**src/rtl/router_pkg.sv**
```systemverilog
// rtl/router_pkg.sv - shared types, header layout and parity helper for the router packet builder
package router_pkg;

    // Header byte layout: {2'b00, len[3:0], dest[1:0]}
    localparam int DEST_LSB = 0;
    localparam int DEST_W   = 2;
    localparam int LEN_LSB  = 2;
    localparam int LEN_W    = 4;

    localparam int MAX_LEN_DEFAULT    = 15;
    localparam int GAP_CYCLES_DEFAULT = 2;

    typedef enum logic [2:0] {
        ST_IDLE,
        ST_COLLECT,
        ST_WAIT_RTR,
        ST_HDR,
        ST_DATA,
        ST_PAR,
        ST_GAP
    } state_t;

    // Running parity is a plain byte-wise XOR.
    function automatic logic [7:0] parity_xor(input logic [7:0] acc, input logic [7:0] b);
        return acc ^ b;
    endfunction

    function automatic logic [7:0] make_header(input logic [1:0] dest, input logic [3:0] len);
        logic [7:0] h;
        h = '0;
        h[DEST_LSB +: DEST_W] = dest;
        h[LEN_LSB +: LEN_W]   = len;
        return h;
    endfunction

endpackage

```
**src/rtl/router_pkt_buf.sv**
```systemverilog
// rtl/router_pkt_buf.sv - payload byte buffer with clear, write port and read port
module router_pkt_buf #(
    parameter int MAX_LEN = 15
) (
    input  logic       clk,
    input  logic       resetn,
    input  logic       clear,
    input  logic       wr_en,
    input  logic [7:0] wr_data,
    input  logic       rd_en,
    output logic [3:0] wr_ptr,
    output logic [3:0] rd_ptr,
    output logic [7:0] rd_data
);

    logic [7:0] mem [MAX_LEN];

    // Pointers restart at zero for every packet, so they never wrap.
    always_ff @(posedge clk) begin
        if (!resetn || clear) begin
            wr_ptr <= '0;
            rd_ptr <= '0;
        end else begin
            if (wr_en) begin
                wr_ptr <= wr_ptr + 4'd1;
            end
            if (rd_en) begin
                rd_ptr <= rd_ptr + 4'd1;
            end
        end
    end

    // Storage is not reset; every byte is written before it is read back.
    always_ff @(posedge clk) begin
        if (wr_en && !clear && (int'(wr_ptr) < MAX_LEN)) begin
            mem[wr_ptr] <= wr_data;
        end
    end

    // Asynchronous read so DATA can emit one byte per cycle with no bubble.
    always_comb begin
        rd_data = '0;
        if (int'(rd_ptr) < MAX_LEN) begin
            rd_data = mem[rd_ptr];
        end
    end

endmodule

```
**src/rtl/router_pkt_builder.sv**
```systemverilog
// rtl/router_pkt_builder.sv - builds header/data/parity bursts for the 3-channel router
module router_pkt_builder
    import router_pkg::*;
#(
    parameter int MAX_LEN    = MAX_LEN_DEFAULT,
    parameter int GAP_CYCLES = GAP_CYCLES_DEFAULT
) (
    input  logic       clk,
    input  logic       resetn,
    input  logic       cmd_valid,
    output logic       cmd_ready,
    input  logic [1:0] cmd_dest,
    input  logic [3:0] cmd_len,
    input  logic       cmd_bad_par,
    input  logic       pay_valid,
    output logic       pay_ready,
    input  logic [7:0] pay_data,
    input  logic       busy_in,
    input  logic       err_in,
    output logic       packet_valid,
    output logic [7:0] datain,
    output logic       status_valid,
    output logic       status_err
);

    state_t     state;
    state_t     state_n;

    logic [1:0] dest_q;
    logic [3:0] len_q;
    logic       bad_q;
    logic [7:0] parity_q;
    logic [7:0] gap_cnt;

    logic       buf_clear;
    logic       buf_wr;
    logic       buf_rd;
    logic [3:0] wr_ptr;
    logic [3:0] rd_ptr;
    logic [7:0] rd_data;

    logic       cmd_ok;
    logic       last_pay;
    logic       last_data;
    logic       gap_last;
    logic [7:0] header;

    assign cmd_ok    = (cmd_len != 4'd0) && (cmd_dest != 2'd3);
    assign last_pay  = pay_valid && (wr_ptr == (len_q - 4'd1));
    assign last_data = (rd_ptr == (len_q - 4'd1));
    assign gap_last  = (gap_cnt == 8'(GAP_CYCLES - 1));
    assign header    = make_header(dest_q, len_q);

    router_pkt_buf #(
        .MAX_LEN (MAX_LEN)
    ) u_buf (
        .clk     (clk),
        .resetn  (resetn),
        .clear   (buf_clear),
        .wr_en   (buf_wr),
        .wr_data (pay_data),
        .rd_en   (buf_rd),
        .wr_ptr  (wr_ptr),
        .rd_ptr  (rd_ptr),
        .rd_data (rd_data)
    );

    // State register.
    always_ff @(posedge clk) begin
        if (!resetn) begin
            state <= ST_IDLE;
        end else begin
            state <= state_n;
        end
    end

    // Next state and Moore outputs; the burst bytes come straight from state and registers.
    always_comb begin
        state_n      = state;
        cmd_ready    = 1'b0;
        pay_ready    = 1'b0;
        packet_valid = 1'b0;
        datain       = 8'h00;
        buf_clear    = 1'b0;
        buf_wr       = 1'b0;
        buf_rd       = 1'b0;
        case (state)
            ST_IDLE: begin
                // Held low while reset is applied so every output reads 0 then.
                cmd_ready = resetn;
                if (cmd_valid && cmd_ok) begin
                    buf_clear = 1'b1;
                    state_n   = ST_COLLECT;
                end
            end
            ST_COLLECT: begin
                pay_ready = 1'b1;
                buf_wr    = pay_valid;
                if (last_pay) begin
                    // Skip the wait state when the router is already free.
                    state_n = busy_in ? ST_WAIT_RTR : ST_HDR;
                end
            end
            ST_WAIT_RTR: begin
                if (!busy_in) begin
                    state_n = ST_HDR;
                end
            end
            ST_HDR: begin
                packet_valid = 1'b1;
                datain       = header;
                state_n      = ST_DATA;
            end
            ST_DATA: begin
                packet_valid = 1'b1;
                datain       = rd_data;
                buf_rd       = 1'b1;
                if (last_data) begin
                    state_n = ST_PAR;
                end
            end
            ST_PAR: begin
                packet_valid = 1'b1;
                datain       = bad_q ? ~parity_q : parity_q;
                state_n      = ST_GAP;
            end
            ST_GAP: begin
                if (gap_last) begin
                    state_n = ST_IDLE;
                end
            end
            default: begin
                state_n = ST_IDLE;
            end
        endcase
    end

    // Command latch, running parity, gap timer and the per-packet status pulse.
    always_ff @(posedge clk) begin
        if (!resetn) begin
            dest_q       <= '0;
            len_q        <= '0;
            bad_q        <= 1'b0;
            parity_q     <= '0;
            gap_cnt      <= '0;
            status_valid <= 1'b0;
            status_err   <= 1'b0;
        end else begin
            status_valid <= 1'b0;
            status_err   <= 1'b0;
            case (state)
                ST_IDLE: begin
                    if (cmd_valid) begin
                        if (cmd_ok) begin
                            dest_q   <= cmd_dest;
                            len_q    <= cmd_len;
                            bad_q    <= cmd_bad_par;
                            parity_q <= make_header(cmd_dest, cmd_len);
                        end else begin
                            // Unroutable command: report an error without sending anything.
                            status_valid <= 1'b1;
                            status_err   <= 1'b1;
                        end
                    end
                end
                ST_COLLECT: begin
                    if (pay_valid) begin
                        parity_q <= parity_xor(parity_q, pay_data);
                    end
                end
                ST_GAP: begin
                    if (gap_last) begin
                        // Router raises err two cycles after the parity byte.
                        gap_cnt      <= '0;
                        status_valid <= 1'b1;
                        status_err   <= err_in;
                    end else begin
                        gap_cnt <= gap_cnt + 8'd1;
                    end
                end
                default: begin
                end
            endcase
        end
    end

endmodule

```
**config.mk**
```make
export PLATFORM = sky130hd
export DESIGN_NAME = router_pkt_builder
export DESIGN_NICKNAME = d
export VERILOG_FILES = /design/src/rtl/router_pkg.sv /design/src/rtl/router_pkt_buf.sv /design/src/rtl/router_pkt_builder.sv
export SDC_FILE = /design/constraint.sdc
export NUM_CORES = 1
export LEC_CHECK = 0
export CAP_MARGIN = 5
export CELL_PAD_IN_SITES_DETAIL_PLACEMENT = 1
export CELL_PAD_IN_SITES_GLOBAL_PLACEMENT = 1
export CORE_ASPECT_RATIO = 0.5
export CORE_MARGIN = 2
export CORE_UTILIZATION = 45
export DETAILED_ROUTE_END_ITERATION = 10
export GPL_ROUTABILITY_DRIVEN = 0
export PLACE_DENSITY = 0.83
export SLEW_MARGIN = 10
export SYNTH_ARGS = -nofsm -noshare
export SYNTH_HDL_FRONTEND = slang
export SYNTH_HIERARCHICAL = 1
export SYNTH_SLANG_ARGS = --single-unit
```
**constraint.sdc**
```tcl
create_clock -name clk -period 2.57 [get_ports clk]
set_input_delay 0.514 -clock clk [delete_from_list [all_inputs] [get_ports clk]]
set_output_delay 0.514 -clock clk [all_outputs]
set_load 0.01 [all_outputs]
```
==> impl_metrics.env <==
export IMPL_status="finished, violations left"
export IMPL_violations="setup timing"
export IMPL_ctsHtreeMaxLevel=4
export IMPL_cts_tree="built"
export IMPL_cts_hold_buffers=0
export IMPL_ys_seq_area_share_pct=62.6
export IMPL_grt_max_degree=21
export IMPL_max_vdd_ir_drop_mv=0.453
export IMPL_dr_pass1_iters=7
export IMPL_yosysTopAreaCell="edfxtp_1"
export IMPL_end_kind="output port"
export IMPL_synth_most_common_cell="edfxtp_1"
export IMPL_final_core_utilization_pct=59.0
export IMPL_die_x_um=181
export IMPL_path_class="flip-flop to output port"
export IMPL_cts_root_buf="clkbuf_16"
export IMPL_die_area_um2=16700
export IMPL_rsz0062_at_grt="true"
export IMPL_setup_viol=8
export IMPL_via_count=4874
export IMPL_netlist_top_cells_count="120 x edfxtp_1, 40 x dfxtp_1, 38 x nor2_1"
export IMPL_io_buffers=33
export IMPL_synth_cell_types=50
export IMPL_wl_per_cell_um=28.5
export IMPL_holdWs_ns=0.539
export IMPL_avgSynthCellArea_um2=14.7
export IMPL_synth_nets=507
export IMPL_timing_setup_tns_ns=-2.54
export IMPL_synth_edf_count=120
export IMPL_track_usage_pct=28.1
export IMPL_syn_area_um2=7030
export IMPL_clock_skew_ns=0.0127
export IMPL_path_clk_slew_ns=0.07
export IMPL_syn_to_final_growth_pct=28.6
export IMPL_first_iter_violations=460
export IMPL_design_core_area_um2=15300
export IMPL_placed_area_um2=8160
export IMPL_rows=32
export IMPL_timing_hold_violations_final=0
export IMPL_die_h_um=92.4
export IMPL_worstMarginPinSlew_ns=0.585
export IMPL_yosys_warnings=6
export IMPL_clock_latency_ns=0.44
export IMPL_nNetsFinal=606
export IMPL_cts_sinks=160
export IMPL_max_freq_mhz=340
export IMPL_r2r_setup_slack_ns=0.21
export IMPL_hold_class="flip-flop to flip-flop"
export IMPL_async_flop_share_pct=0
export IMPL_p_per_area_nw_per_um2=654
export IMPL_fin_ws_ns=-0.367
export IMPL_wl_um=22600
export IMPL_finalMaxSlewViolations=0
export IMPL_n_antenna_cell=0
export IMPL_fin_crit_sh_pct=114
export IMPL_drc_errors=0
export IMPL_cp_max_fo=11
export IMPL_ys_seq_elements=160
export IMPL_synth_cells=478
export IMPL_synthFlopType="edfxtp_1"
export IMPL_pin_count=34
export IMPL_grt_remaining_overflow=0
export IMPL_synth_area_leaders="edfxtp_1 51%, dfxtp_1 11%, mux4_2 7.7%, mux2i_1 4.4%, xnor2_1 2.1%"
export IMPL_start_util_pct=45.9
export IMPL_grt_first_pass_wirelength_um=33800
export IMPL_hpwl_um=13500
export IMPL_netlist_area_leader_share_pct=51.2
export IMPL_p_leak_nw=3.07
export IMPL_vias_per_cell=6.15
export IMPL_numCtsBuffers=17
export IMPL_cts_buffer_depth=2
export IMPL_layout_drive_gt1_share_pct=30.7
export IMPL_first_global_vias=5175
export IMPL_ant_nets=0
export IMPL_layout_min_cycle_time_ns=2.94
export IMPL_max_slew_margin_pct=60.8
export IMPL_start_kind="flip-flop"
export IMPL_stdcell_area_um2=9050
export IMPL_maxCapViolations=0
export IMPL_cp_required_ns=2.06
export IMPL_worstPathArrival_ns=2.42
export IMPL_antenna_found_initial=1
==> layer usage <==
layer	track usage, %	vias to the layer above	wire length [um]
met4	10.0	0	709
li1	-	2024	-
met3	7.00	64	2060
met5	0	-	0
met1	36.0	2483	8840
met2	47.0	303	11000
==> per-stage QoR <==
| stage | std cells | total power [mW] | setup slack (ns) |
|---|---|---|---|
| after CTS | 793 | 5.90 | -0.363 |
| after detailed placement | 755 | 3.22 | -0.380 |
| after global routing | 793 | 6.03 | -0.434 |
| after global placement | 755 | 3.20 | -0.280 |
| after floorplan | 478 | 3.04 | 0.179 |
| final | 793 | 5.92 | -0.367 |
==> state kept, by name, summed over array words and instances (netlist names), 2 cells and up, named ones only <==
register and cells:
u_buf/mem 120, parity_q 8, gap_cnt 8, u_buf/wr_ptr 4, u_buf/rd_ptr 4, state 3
dest_q 2, len_q 4
==> worst paths after layout <==
kind / start / cells past startpoint / endpoint
max: flip-flop / 8 / datain[6]
min: dest_q[1]$_SDFFE_PN0P_ / 2 / dest_q[1]$_SDFFE_PN0P_
max reg2reg: state[0]$_SDFFE_PN0P_ / 7 / u_buf/mem[0][1]$_DFFE_PP_
min reg2reg: dest_q[1]$_SDFFE_PN0P_ / 2 / dest_q[1]$_SDFFE_PN0P_
==> layout by cell type (no fill, tap or decap), drive strengths merged, types with 3 or more instances in the layout <==
cell and instances:
inv 14, mux2i 31, o221ai 8, dfxtp 40
ha 8, nor2b 6, xnor2 17, nand4b 8
nand4 7, edfxtp 120, xor2 12, o31ai 7
a211oi 3, nand3 7, o21ai 14, mux4 24
clkinv 4, and2 18, nand2b 4, buf 80
nor3 6, clkdlybuf4s50 24, nor2 38, nand2 18
bufinv 3, clkbuf 17, o211ai 6, a21oi 11
mux2 8
==> cell families after synthesis <==
| kind of cell | Yosys count | share of synthesized area [%] |
|---|---|---|
| flops | 160 | 62.6 |
| simple gates | 125 | 9.86 |
| mux | 63 | 13.4 |
| compound gates | 56 | 5.59 |
| buf+inv | 34 | 2.53 |
| xor+xnor | 32 | 4.59 |
| fa+ha+maj | 8 | 1.42 |
==> layout make-up <==
type | count | area [um^2]
flip-flops and latches | 160 | 4410
clock buffers | 17 | 425
fillers | 1438 | 6290
repair buffers | 105 | 1070
multi-input cells | 284 | 2670
well taps | 204 | 255
inverters | 9 | 33.8
clock inverters | 14 | 180
==> report_power, final <==
| part | internal, mW | switching, mW | total (mW) |
|---|---|---|---|
| Clock | 1.54 | 1.17 | 2.72 |
| Sequential | 2.80 | 0.0271 | 2.82 |
| Combinational | 0.166 | 0.215 | 0.381 |
==> timing repair <==
item | 4_1_cts | 5_1_grt
pin swaps | 12 | 6
gates cloned | 1 | 0
gates resized for setup | 81 | 13
endpoints found under the setup margin | 10 | 33
setup buffers | 6 | 1
==> worst max-delay path, cell delays in order, from the launching register on <==
cell and delay, ns:
dfxtp_4 0.41, buf_12 0.15, buf_4 0.13, mux4_2 0.53, mux2i_4 0.19, o221ai_1 0.18, nor2_1 0.14, a211oi_1 0.08
buf_2 0.17
No activity file was read; power rests on OpenSTA's default activity.
